===== src/rtl/pipe_hazard_ctrl_if.sv =====
// Hazard controller bundle: hazard sources from ID/EX/MEM and the stage
// control strobes returned to the pipeline register block.
// master = pipeline side, slave = hazard controller.
interface pipe_hazard_ctrl_if #(
    parameter int REG_ADDR_W = 5,
    parameter int CNT_W      = 32
);
    // hazard sources
    logic [REG_ADDR_W-1:0] id_rs1;
    logic [REG_ADDR_W-1:0] id_rs2;
    logic                  id_rs1_used;
    logic                  id_rs2_used;
    logic                  ex_valid;
    logic [REG_ADDR_W-1:0] ex_rd;
    logic                  ex_mem_read;
    logic                  ex_mul_start;
    logic                  ex_branch_taken;
    logic                  dcache_miss;
    logic                  dcache_ready;
    logic                  perf_clr;

    // stage controls
    logic                  if_en;
    logic                  id_en;
    logic                  ex_en;
    logic                  mem_en;
    logic                  wb_en;
    logic                  pc_hold;
    logic                  if_id_flush;
    logic                  id_ex_flush;
    logic                  ex_mem_bubble;
    logic                  mem_wb_bubble;
    logic [1:0]            state;
    logic [CNT_W-1:0]      perf_dc;
    logic [CNT_W-1:0]      perf_mul;
    logic [CNT_W-1:0]      perf_lu;
    logic [CNT_W-1:0]      perf_br;

    modport master (
        output id_rs1, id_rs2, id_rs1_used, id_rs2_used, ex_valid, ex_rd,
               ex_mem_read, ex_mul_start, ex_branch_taken, dcache_miss,
               dcache_ready, perf_clr,
        input  if_en, id_en, ex_en, mem_en, wb_en, pc_hold, if_id_flush,
               id_ex_flush, ex_mem_bubble, mem_wb_bubble, state,
               perf_dc, perf_mul, perf_lu, perf_br
    );

    modport slave (
        input  id_rs1, id_rs2, id_rs1_used, id_rs2_used, ex_valid, ex_rd,
               ex_mem_read, ex_mul_start, ex_branch_taken, dcache_miss,
               dcache_ready, perf_clr,
        output if_en, id_en, ex_en, mem_en, wb_en, pc_hold, if_id_flush,
               id_ex_flush, ex_mem_bubble, mem_wb_bubble, state,
               perf_dc, perf_mul, perf_lu, perf_br
    );
endinterface


===== src/rtl/pipe_hazard_ctrl.sv =====
// Central hazard/stall scheduler for the 5-stage pipeline.
// Fixed priority: D-cache miss > multi-cycle multiply > taken branch > load-use.
// Stage controls are combinational from state and inputs; state, multiply
// counter and D-cache freeze flag are registered.
// Optional macro HAZ_PERF_CNT_EN adds saturating hazard event counters;
// without it the perf_* outputs are tied to zero and perf_clr is ignored.
module pipe_hazard_ctrl #(
    parameter int REG_ADDR_W = 5,
    parameter int MUL_LAT    = 4,
    parameter int CNT_W      = 32
) (
    input  logic             clock,
    input  logic             reset,
    pipe_hazard_ctrl_if.slave bus
);
    // counter holds MUL_LAT-2 at most
    localparam int MC_W = (MUL_LAT > 2) ? $clog2(MUL_LAT) : 1;
    localparam logic [MC_W-1:0] MUL_LOAD =
        (MUL_LAT > 1) ? MC_W'(MUL_LAT - 2) : {MC_W{1'b0}};
    localparam logic MUL_STALLS = (MUL_LAT > 1) ? 1'b1 : 1'b0;

    typedef enum logic [1:0] {
        ST_RUN      = 2'd0,
        ST_DC_WAIT  = 2'd1,
        ST_MUL_BUSY = 2'd2
    } state_t;

    state_t          state_r, state_next_s;
    logic [MC_W-1:0] cnt_r, cnt_next_s;
    logic            frz_r, frz_next_s;   // miss seen in MUL_BUSY, waiting on refill

    logic mul_hit_s, br_hit_s, lu_hit_s;
    logic p1_s, p2_s, p3_s, p4_s;
    logic run_eval_s, allow_mul_s;

    // hazard detection on the raw pipeline inputs
    always_comb begin
        mul_hit_s = bus.ex_valid & bus.ex_mul_start & MUL_STALLS;
        br_hit_s  = bus.ex_valid & bus.ex_branch_taken;
        lu_hit_s  = bus.ex_valid & bus.ex_mem_read &
                    (bus.ex_rd != {REG_ADDR_W{1'b0}}) &
                    ((bus.id_rs1_used & (bus.id_rs1 == bus.ex_rd)) |
                     (bus.id_rs2_used & (bus.id_rs2 == bus.ex_rd)));
    end

    // next-state logic and selection of the active hazard response
    always_comb begin
        state_next_s = state_r;
        cnt_next_s   = cnt_r;
        frz_next_s   = frz_r;
        run_eval_s   = 1'b0;
        allow_mul_s  = 1'b0;
        p1_s         = 1'b0;
        p2_s         = 1'b0;
        p3_s         = 1'b0;
        p4_s         = 1'b0;

        case (state_r)
            ST_RUN: begin
                if (bus.dcache_miss) begin
                    p1_s         = 1'b1;
                    state_next_s = ST_DC_WAIT;
                end else begin
                    run_eval_s  = 1'b1;
                    allow_mul_s = 1'b1;
                end
            end
            ST_DC_WAIT: begin
                if (!bus.dcache_ready) begin
                    p1_s = 1'b1;
                end else begin
                    // refill cycle: miss input ignored, the rest as RUN
                    run_eval_s   = 1'b1;
                    allow_mul_s  = 1'b1;
                    state_next_s = ST_RUN;
                end
            end
            ST_MUL_BUSY: begin
                if (bus.dcache_miss || (frz_r && !bus.dcache_ready)) begin
                    // older instruction stuck in MEM: freeze, counter paused
                    p1_s       = 1'b1;
                    frz_next_s = 1'b1;
                end else if (cnt_r != {MC_W{1'b0}}) begin
                    p2_s       = 1'b1;
                    frz_next_s = 1'b0;
                    cnt_next_s = cnt_r - MC_W'(1);
                end else begin
                    // final multiply cycle: the result leaves EX now
                    frz_next_s   = 1'b0;
                    run_eval_s   = 1'b1;
                    allow_mul_s  = 1'b0;
                    state_next_s = ST_RUN;
                end
            end
            default: begin
                state_next_s = ST_RUN;
                cnt_next_s   = {MC_W{1'b0}};
                frz_next_s   = 1'b0;
            end
        endcase

        if (run_eval_s) begin
            if (allow_mul_s && mul_hit_s) begin
                p2_s         = 1'b1;
                cnt_next_s   = MUL_LOAD;
                state_next_s = ST_MUL_BUSY;
            end else if (br_hit_s) begin
                p3_s = 1'b1;
            end else if (lu_hit_s) begin
                p4_s = 1'b1;
            end else begin
                p3_s = 1'b0;
            end
        end else begin
            run_eval_s = 1'b0;
        end
    end

    // state, multiply counter and freeze flag registers
    always_ff @(posedge clock or posedge reset) begin
        if (reset) begin
            state_r <= ST_RUN;
            cnt_r   <= {MC_W{1'b0}};
            frz_r   <= 1'b0;
        end else begin
            state_r <= state_next_s;
            cnt_r   <= cnt_next_s;
            frz_r   <= frz_next_s;
        end
    end

    // stage enables and strobes decoded from the selected hazard response
    always_comb begin
        bus.if_en         = 1'b1;
        bus.id_en         = 1'b1;
        bus.ex_en         = 1'b1;
        bus.mem_en        = 1'b1;
        bus.wb_en         = 1'b1;
        bus.pc_hold       = 1'b0;
        bus.if_id_flush   = 1'b0;
        bus.id_ex_flush   = 1'b0;
        bus.ex_mem_bubble = 1'b0;
        bus.mem_wb_bubble = 1'b0;
        bus.state         = state_r;

        if (reset) begin
            bus.if_en  = 1'b0;
            bus.id_en  = 1'b0;
            bus.ex_en  = 1'b0;
            bus.mem_en = 1'b0;
            bus.wb_en  = 1'b0;
        end else if (p1_s) begin
            bus.if_en         = 1'b0;
            bus.id_en         = 1'b0;
            bus.ex_en         = 1'b0;
            bus.mem_en        = 1'b0;
            bus.pc_hold       = 1'b1;
            bus.mem_wb_bubble = 1'b1;
        end else if (p2_s) begin
            bus.if_en         = 1'b0;
            bus.id_en         = 1'b0;
            bus.ex_en         = 1'b0;
            bus.pc_hold       = 1'b1;
            bus.ex_mem_bubble = 1'b1;
        end else if (p3_s) begin
            bus.if_id_flush = 1'b1;
            bus.id_ex_flush = 1'b1;
        end else if (p4_s) begin
            bus.if_en       = 1'b0;
            bus.id_en       = 1'b0;
            bus.pc_hold     = 1'b1;
            bus.id_ex_flush = 1'b1;
        end else begin
            bus.pc_hold = 1'b0;
        end
    end

`ifdef HAZ_PERF_CNT_EN
    logic [CNT_W-1:0] perf_dc_r, perf_mul_r, perf_lu_r, perf_br_r;

    function automatic logic [CNT_W-1:0] sat_inc(input logic [CNT_W-1:0] v,
                                                 input logic hit);
        if (hit && (v != {CNT_W{1'b1}})) begin
            return v + CNT_W'(1);
        end else begin
            return v;
        end
    endfunction

    // saturating hazard event counters; clear beats increment
    always_ff @(posedge clock or posedge reset) begin
        if (reset) begin
            perf_dc_r  <= {CNT_W{1'b0}};
            perf_mul_r <= {CNT_W{1'b0}};
            perf_lu_r  <= {CNT_W{1'b0}};
            perf_br_r  <= {CNT_W{1'b0}};
        end else if (bus.perf_clr) begin
            perf_dc_r  <= {CNT_W{1'b0}};
            perf_mul_r <= {CNT_W{1'b0}};
            perf_lu_r  <= {CNT_W{1'b0}};
            perf_br_r  <= {CNT_W{1'b0}};
        end else begin
            perf_dc_r  <= sat_inc(perf_dc_r,  p1_s);
            perf_mul_r <= sat_inc(perf_mul_r, p2_s);
            perf_lu_r  <= sat_inc(perf_lu_r,  p4_s);
            perf_br_r  <= sat_inc(perf_br_r,  p3_s);
        end
    end

    assign bus.perf_dc  = perf_dc_r;
    assign bus.perf_mul = perf_mul_r;
    assign bus.perf_lu  = perf_lu_r;
    assign bus.perf_br  = perf_br_r;
`else
    assign bus.perf_dc  = {CNT_W{1'b0}};
    assign bus.perf_mul = {CNT_W{1'b0}};
    assign bus.perf_lu  = {CNT_W{1'b0}};
    assign bus.perf_br  = {CNT_W{1'b0}};
`endif

endmodule

===== src/flat_wrapper.sv =====
// flat-port wrapper written by rule: the top's interface ports become plain ports
module pipe_hazard_ctrl_flat 
#(
    parameter int REG_ADDR_W = 5,
    parameter int MUL_LAT    = 4,
    parameter int CNT_W      = 32
)
  (clock, reset, bus_id_rs1, bus_id_rs2, bus_id_rs1_used, bus_id_rs2_used, bus_ex_valid, bus_ex_rd, bus_ex_mem_read, bus_ex_mul_start, bus_ex_branch_taken, bus_dcache_miss, bus_dcache_ready, bus_perf_clr, bus_if_en, bus_id_en, bus_ex_en, bus_mem_en, bus_wb_en, bus_pc_hold, bus_if_id_flush, bus_id_ex_flush, bus_ex_mem_bubble, bus_mem_wb_bubble, bus_state, bus_perf_dc, bus_perf_mul, bus_perf_lu, bus_perf_br);
  pipe_hazard_ctrl_if #(.REG_ADDR_W(REG_ADDR_W), .CNT_W(CNT_W)) bus_i ();
  input  logic clock;
  input  logic reset;
  input wire logic [$bits(bus_i.id_rs1)-1:0] bus_id_rs1;
  input wire logic [$bits(bus_i.id_rs2)-1:0] bus_id_rs2;
  input wire logic [$bits(bus_i.id_rs1_used)-1:0] bus_id_rs1_used;
  input wire logic [$bits(bus_i.id_rs2_used)-1:0] bus_id_rs2_used;
  input wire logic [$bits(bus_i.ex_valid)-1:0] bus_ex_valid;
  input wire logic [$bits(bus_i.ex_rd)-1:0] bus_ex_rd;
  input wire logic [$bits(bus_i.ex_mem_read)-1:0] bus_ex_mem_read;
  input wire logic [$bits(bus_i.ex_mul_start)-1:0] bus_ex_mul_start;
  input wire logic [$bits(bus_i.ex_branch_taken)-1:0] bus_ex_branch_taken;
  input wire logic [$bits(bus_i.dcache_miss)-1:0] bus_dcache_miss;
  input wire logic [$bits(bus_i.dcache_ready)-1:0] bus_dcache_ready;
  input wire logic [$bits(bus_i.perf_clr)-1:0] bus_perf_clr;
  output wire logic [$bits(bus_i.if_en)-1:0] bus_if_en;
  output wire logic [$bits(bus_i.id_en)-1:0] bus_id_en;
  output wire logic [$bits(bus_i.ex_en)-1:0] bus_ex_en;
  output wire logic [$bits(bus_i.mem_en)-1:0] bus_mem_en;
  output wire logic [$bits(bus_i.wb_en)-1:0] bus_wb_en;
  output wire logic [$bits(bus_i.pc_hold)-1:0] bus_pc_hold;
  output wire logic [$bits(bus_i.if_id_flush)-1:0] bus_if_id_flush;
  output wire logic [$bits(bus_i.id_ex_flush)-1:0] bus_id_ex_flush;
  output wire logic [$bits(bus_i.ex_mem_bubble)-1:0] bus_ex_mem_bubble;
  output wire logic [$bits(bus_i.mem_wb_bubble)-1:0] bus_mem_wb_bubble;
  output wire logic [$bits(bus_i.state)-1:0] bus_state;
  output wire logic [$bits(bus_i.perf_dc)-1:0] bus_perf_dc;
  output wire logic [$bits(bus_i.perf_mul)-1:0] bus_perf_mul;
  output wire logic [$bits(bus_i.perf_lu)-1:0] bus_perf_lu;
  output wire logic [$bits(bus_i.perf_br)-1:0] bus_perf_br;
  assign bus_i.id_rs1 = bus_id_rs1;
  assign bus_i.id_rs2 = bus_id_rs2;
  assign bus_i.id_rs1_used = bus_id_rs1_used;
  assign bus_i.id_rs2_used = bus_id_rs2_used;
  assign bus_i.ex_valid = bus_ex_valid;
  assign bus_i.ex_rd = bus_ex_rd;
  assign bus_i.ex_mem_read = bus_ex_mem_read;
  assign bus_i.ex_mul_start = bus_ex_mul_start;
  assign bus_i.ex_branch_taken = bus_ex_branch_taken;
  assign bus_i.dcache_miss = bus_dcache_miss;
  assign bus_i.dcache_ready = bus_dcache_ready;
  assign bus_i.perf_clr = bus_perf_clr;
  assign bus_if_en = bus_i.if_en;
  assign bus_id_en = bus_i.id_en;
  assign bus_ex_en = bus_i.ex_en;
  assign bus_mem_en = bus_i.mem_en;
  assign bus_wb_en = bus_i.wb_en;
  assign bus_pc_hold = bus_i.pc_hold;
  assign bus_if_id_flush = bus_i.if_id_flush;
  assign bus_id_ex_flush = bus_i.id_ex_flush;
  assign bus_ex_mem_bubble = bus_i.ex_mem_bubble;
  assign bus_mem_wb_bubble = bus_i.mem_wb_bubble;
  assign bus_state = bus_i.state;
  assign bus_perf_dc = bus_i.perf_dc;
  assign bus_perf_mul = bus_i.perf_mul;
  assign bus_perf_lu = bus_i.perf_lu;
  assign bus_perf_br = bus_i.perf_br;
  pipe_hazard_ctrl #(.REG_ADDR_W(REG_ADDR_W), .MUL_LAT(MUL_LAT), .CNT_W(CNT_W)) u_core (.clock(clock), .reset(reset), .bus(bus_i));
endmodule

===== config.mk =====
export PLATFORM = sky130hd
export DESIGN_NAME = pipe_hazard_ctrl_flat
export DESIGN_NICKNAME = d
export VERILOG_FILES = /design/src/rtl/pipe_hazard_ctrl_if.sv /design/src/rtl/pipe_hazard_ctrl.sv /design/src/flat_wrapper.sv
export SDC_FILE = /design/constraint.sdc
export NUM_CORES = 1
export LEC_CHECK = 0
export CAP_MARGIN = 30
export CORE_ASPECT_RATIO = 1.75
export CORE_UTILIZATION = 29
export DETAILED_ROUTE_END_ITERATION = 12
export PLACE_DENSITY = 0.82
export SLEW_MARGIN = 20
export SYNTH_ARGS = -nofsm -noshare
export SYNTH_HDL_FRONTEND = slang
export SYNTH_SLANG_ARGS = --single-unit

===== constraint.sdc =====
create_clock -name clock -period 2.3 [get_ports clock]
set_clock_uncertainty 0.1 [all_clocks]
set_input_delay 0.23 -clock clock [delete_from_list [all_inputs] [get_ports clock]]
set_output_delay 0.23 -clock clock [all_outputs]
set_load 0.01 [all_outputs]

Word-level counts from Yosys, hierarchy flattened
Index checks and enable logic that the tools add are counted.
{"block": "classes", "eq_ne": 4, "muxes": 64, "add_sub_neg": 1, "bitwise": 8, "reduce_logical": 8}
{"cell": "2-to-1 mux 1 bit", "n": 48}
{"cell": "2-to-1 mux 2 bit", "n": 10}
{"cell": "== test 5 bit", "n": 2}
{"cell": "AND 1 bit", "n": 7}
{"cell": "one-hot mux 1 bit (3 select lines)", "n": 2}
{"cell": "one-hot mux 2 bit (3 select lines)", "n": 1}
{"cell": "nonzero test 5 bit", "n": 1}
{"cell": "one-hot mux 1 bit (2 select lines)", "n": 2}
{"cell": "one-hot mux 2 bit (2 select lines)", "n": 1}
{"cell": "== test 2 x 1 -> 1 bit, second input constant", "n": 1}
{"cell": "== test 2 bit, second input constant", "n": 1}
{"cell": "logical AND 1 bit", "n": 2}
{"cell": "logical NOT 2 bit", "n": 1}
{"cell": "nonzero test 2 bit", "n": 1}
{"cell": "OR reduction 2 bit", "n": 1}
{"cell": "subtractor 2 x 1 -> 2 bit, second input constant", "n": 1}
{"cell": "logical NOT 1 bit", "n": 1}
{"cell": "logical OR 1 bit", "n": 1}
{"cell": "bitwise OR 1 bit", "n": 1}
{"block": "totals", "out_inout_bits": 140, "regBits": 5, "wordCells": 88, "inputBits": 26}

Longest topological paths before layout
{"block": "logic_depth", "ltp_word": 13, "ltp_mapped": 6, "ltp_nobuf": 4}

Worst setup path before layout
OpenSTA, ideal clock, no wires.
{"block": "synth_timing", "path_kind": "reg2out", "from": "reg u_core.state_r[1] (netlist: u_core.bus.state[1])", "to": "out bus_if_en", "path_stages_with_launch": 7, "arrival_ns": 1.806, "path_buffers": 2, "setup_slack_ns": 0.164, "path_cell_list": "dfrtp_1 > buf_6 > and3b_4 > o31a_1 > a2111oi_4 > o31a_1 > buf_4"}
{"block": "synth_via", "elab_chain_cells": 10, "elab_cells_between_ends": 19, "classes_between": "2 x eq/ne; 15 x mux; 2 x reduce/logical"}
{"item": "start: declaration", "line_no": "pipe_hazard_ctrl.sv:28", "source": "state_t state_r, state_next_s;"}
{"item": "start signal: assignment", "line_no": "pipe_hazard_ctrl.sv:126", "source": "state_r <= state_next_s;"}
{"item": "== test 2 x 1 -> 1 bit or logical NOT 2 bit (tied branches)", "line_no": "pipe_hazard_ctrl.sv:58", "source": "case (state_r)"}
{"item": "one-hot mux 1 bit (2 select lines)", "line_no": "pipe_hazard_ctrl.sv:58"}
{"item": "logical AND 1 bit", "line_no": "pipe_hazard_ctrl.sv:103", "source": "if (allow_mul_s && mul_hit_s) begin"}
{"item": "2-to-1 mux 1 bit", "line_no": "pipe_hazard_ctrl.sv:103"}
{"item": "2-to-1 mux 1 bit", "line_no": "pipe_hazard_ctrl.sv:102", "source": "if (run_eval_s) begin"}
{"item": "2-to-1 mux 1 bit (3 in series)"}
{"item": "2-to-1 mux 1 bit (*) (2 in series)"}
{"item": "end: declaration", "line_no": "flat_wrapper.sv:24", "source": "output wire logic [$bits(bus_i.if_en)-1:0] bus_if_en;"}
Every way passes the cells marked *; elsewhere a longest branch is shown, timed or not.

Final worst setup path
{"block": "layout_timing", "from": "in bus_ex_rd[4]", "to": "out bus_id_en"}
{"block": "layout_via", "elab_chain_cells": 13, "elab_cells_between_ends": 17, "classes_between": "2 x eq/ne; 9 x mux; 5 x bitwise; 1 x reduce/logical"}
{"item": "start: declaration", "line_no": "flat_wrapper.sv:17", "source": "input wire logic [$bits(bus_i.ex_rd)-1:0] bus_ex_rd;"}
{"item": "== test 5 bit (on tied branches)", "line_no": "pipe_hazard_ctrl.sv:42, pipe_hazard_ctrl.sv:43"}
{"item": "AND 1 bit (on tied branches)", "line_no": "pipe_hazard_ctrl.sv:42, pipe_hazard_ctrl.sv:43"}
{"item": "bitwise OR 1 bit", "line_no": "pipe_hazard_ctrl.sv:42", "source": "((bus.id_rs1_used & (bus.id_rs1 == bus.ex_rd)) |"}
{"item": "AND 1 bit (*)", "line_no": "pipe_hazard_ctrl.sv:41", "source": "(bus.ex_rd != {REG_ADDR_W{1'b0}}) &"}
{"item": "2-to-1 mux 1 bit (*)", "line_no": "pipe_hazard_ctrl.sv:109", "source": "end else if (lu_hit_s) begin"}
{"item": "2-to-1 mux 1 bit (*)", "line_no": "pipe_hazard_ctrl.sv:107", "source": "end else if (br_hit_s) begin"}
{"item": "2-to-1 mux 1 bit (*)", "line_no": "pipe_hazard_ctrl.sv:103"}
{"item": "2-to-1 mux 1 bit (*)", "line_no": "pipe_hazard_ctrl.sv:102"}
{"item": "2-to-1 mux 1 bit (*)", "line_no": "pipe_hazard_ctrl.sv:168", "source": "end else if (p4_s) begin"}
{"item": "2-to-1 mux 1 bit (*)", "line_no": "pipe_hazard_ctrl.sv:165", "source": "end else if (p3_s) begin"}
{"item": "2-to-1 mux 1 bit (*)", "line_no": "pipe_hazard_ctrl.sv:159", "source": "end else if (p2_s) begin"}
{"item": "2-to-1 mux 1 bit (*)", "line_no": "pipe_hazard_ctrl.sv:152", "source": "end else if (p1_s) begin"}
{"item": "2-to-1 mux 1 bit (*)", "line_no": "pipe_hazard_ctrl.sv:146", "source": "if (reset) begin"}
{"item": "end: declaration", "line_no": "flat_wrapper.sv:25", "source": "output wire logic [$bits(bus_i.id_en)-1:0] bus_id_en;"}
Marks and branches as above.

==> impl_metrics.json <==
{
  "critPathLaunchType": "primary input",
  "antenna_found_initial": 0,
  "p_int_uw": 731.3,
  "violations": "DRC, setup timing",
  "cp.required_ps": 1970,
  "power_switching_share_pct": 44.55,
  "cts_inserted_buffers": 3,
  "dp_slack_ps": -627.4,
  "portBuffers": 36,
  "cts_sinks": 5,
  "rsz0062_at_grt": "true",
  "clkPwrFrac_pct": 12.7,
  "num-nets-final": 298,
  "routed_wl_um": 3740,
  "seqPwrFrac_pct": 13.2,
  "worstPathArrival_ps": 1990,
  "cts.clk_slew.worst_paths_ps": 40,
  "worst_slack_ps": -24.78,
  "hold_slack_ps": 412.8,
  "cts_buffer_depth": 2,
  "grt_max_degree": 7,
  "root_buffer": "clkbuf_8",
  "ys_types": 34,
  "grt.total_usage_pct": 11.98,
  "die_h_um": 99.15,
  "drive_gt1_share_pct": 23.25,
  "start_util_pct": 30.01,
  "routabilityCongestion": 0.8288,
  "die_x_um": 57.52,
  "max-cap-violations": 0,
  "crit_type": "in -> out",
  "hold_viol_final": 0,
  "ys_seq_area_share_pct": 8.000,
  "drtIter0Drc": 44,
  "postSynthCellCount": 201,
  "dieArea_um2": 5703,
  "setup_violations": 1,
  "placed_area_um2": 1678,
  "startpoint": "bus_ex_rd[4]",
  "grt_pass1_wl_um": 4926,
  "grt_pass1_vias": 964,
  "overflow": 0,
  "maxClockFrequency_mhz": 430.1,
  "timing.rr.start": "u_core.frz_r",
  "ys_ff_latch": 5,
  "hpwl_um": 3013,
  "placed_cells": 314,
  "slew_viol_final": 0,
  "fin_crit_sh_pct": 101.1,
  "num_vias": 1257,
  "power.leakage_nw": 1.034,
  "postLayoutCellArea_um2": 1868,
  "io_pins": 166,
  "comb_power_share_pct": 74.0,
  "hp-start": "u_core.bus.state[1]",
  "layoutNonFillerInstCount": 326,
  "ant_nets": 0,
  "power_density_nw_per_um2": 706.1,
  "ir_worst_vdd_mv": 0.4995,
  "avgSynthCellArea_um2": 7.781,
  "cts_tree": "yes",
  "num-fill-cells": 523,
  "min_period_ps": 2325,
  "routed_via_density": 3.856,
  "ys.warnings.count": 0,
  "switchingPower_uw": 587.7,
  "critPathMaxFanout": 3,
  "p_total_mw": 1.319,
  "htree_levels": 1,
  "core_area_um2": 5211,
  "fin_tns_setup_ps": -24.78,
  "netlist_area_um2": 1564,
  "antenna_cells": 0,
  "firstDrtPassIters": 9,
  "route.detailed.drc": 20,
  "clkLatencyLatePin_ps": 230,
  "wl_per_cell_um": 11.47,
  "cp-end-kind": "output pin",
  "synthToLayoutAreaGrowth_pct": 19.44,
  "core.rowCount": 35,
  "status": "complete, but fails checks",
  "hp-class": "reg -> reg",
  "finish.utilization_pct": 35.85
}
-- layer usage --
metal | vias up | global-route usage [%] | routed length [um]
met5 | - | 0 | 0
met4 | 0 | 3.377 | 52
met3 | 7 | 1.951 | 523
met2 | 151 | 26.92 | 2173
met1 | 562 | 9.475 | 990
li1 | 537 | - | -
-- synthesized netlist by cell type, drive strengths merged --
library cell / n / share of area, %
nand2b: 1 / 0.40
a21o: 2 / 0.96
o21ai: 6 / 1.9
xor2: 8 / 4.5
inv: 4 / 0.96
xnor2: 2 / 1.1
a21oi: 2 / 0.64
a211oi: 1 / 0.48
nand2: 3 / 0.72
o31a: 2 / 1.1
a2111oi: 1 / 1.8
o21bai: 1 / 0.48
o32ai: 1 / 1.0
and2b: 1 / 0.48
and2: 1 / 0.40
a211o: 1 / 0.56
o211ai: 1 / 0.48
or4: 2 / 0.96
nor2b: 3 / 1.2
buf: 131 / 63
a32oi: 1 / 0.56
nor3: 4 / 1.3
or2: 1 / 0.40
or2b: 1 / 0.48
and3b: 1 / 0.80
nor2: 5 / 1.2
o22ai: 1 / 0.40
conb: 1 / 0.24
nor4: 5 / 2.4
dfrtp: 5 / 8.0
o31ai: 2 / 0.96
-- cells by family after synthesis --
| family | share of synthesized area (%) |
|---|---|
| other cells | 0.2398 |
| xor+xnor | 5.600 |
| simple gates | 10.72 |
| compound gates | 11.36 |
| flops | 8.000 |
| buf+inv | 64.08 |
-- state kept, by name, indices dropped and copies added, names as in the netlist --
register	flops
u_core.bus.state	2
u_core.cnt_r	2
u_core.frz_r	1
-- cell usage in the layout (no fill, tap or decap), types with 2 or more instances in the layout --
master	count
buf_2	4
clkdlybuf4s50_1	22
nand2_1	3
o21ai_2	2
nor4_4	2
nor4_2	3
o21ai_0	3
conb_1	128
buf_4	34
dlymetal6s2s_1	2
xor2_1	8
a21oi_1	2
xnor2_1	2
clkbuf_8	3
nor2_1	5
a21o_1	2
inv_1	4
dfrtp_1	4
o31a_1	2
dlygate4sd2_1	7
nor3_1	3
-- critical path: stages --
cell	delay, ps
clkdlybuf4s50_1	460
xor2_1	200
nor4_2	280
a32oi_2	230
o31a_1	330
buf_4	140
buf_2	130
-- path summary, 6_finish.rpt --
kind                                            end  slack, ps  cells after the start
worst min register to register  u_core.bus.state[0]        410                      1
worst max register to register      u_core.cnt_r[0]        600                      5
max in group asynchronous       u_core.bus.state[0]       1430                      4
min in group asynchronous           u_core.cnt_r[1]        540                      4
worst max-delay path                      bus_id_en        -20                      7
worst min-delay path            u_core.bus.state[0]        410                      1
-- power groups by stage --
stage | sequential [mW] | clock, mW | combinational [mW]
after floorplan | 0.176 | 0 | 0.558
after global routing | 0.180 | 0.176 | 1.04
after detailed placement | 0.170 | 0 | 0.816
after global placement | 0.165 | 0 | 0.796
after CTS | 0.174 | 0.172 | 0.914
final | 0.175 | 0.168 | 0.976
-- layout make-up --
cell class,instances,area [um^2],area share [%]
Multi-Input combinational cell,188,1026,54.92
Timing Repair Buffer,70,586.8,31.41
Sequential cell,5,126.4,6.765
Tap cell,55,68.82,3.684
Clock buffer,4,45.04,2.411
Inverter,4,15.01,0.8038
-- timing repair --
action                                  in CTS  in global routing
buffers inserted                             6                  2
endpoints found under the hold margin        0                  0
resized for setup                           41                 12
endpoints found under the setup margin       9                  8
hold buffers                                 0                  0
pin swaps                                    6                  2
Note: power is estimated with default switching activity, not from simulation.
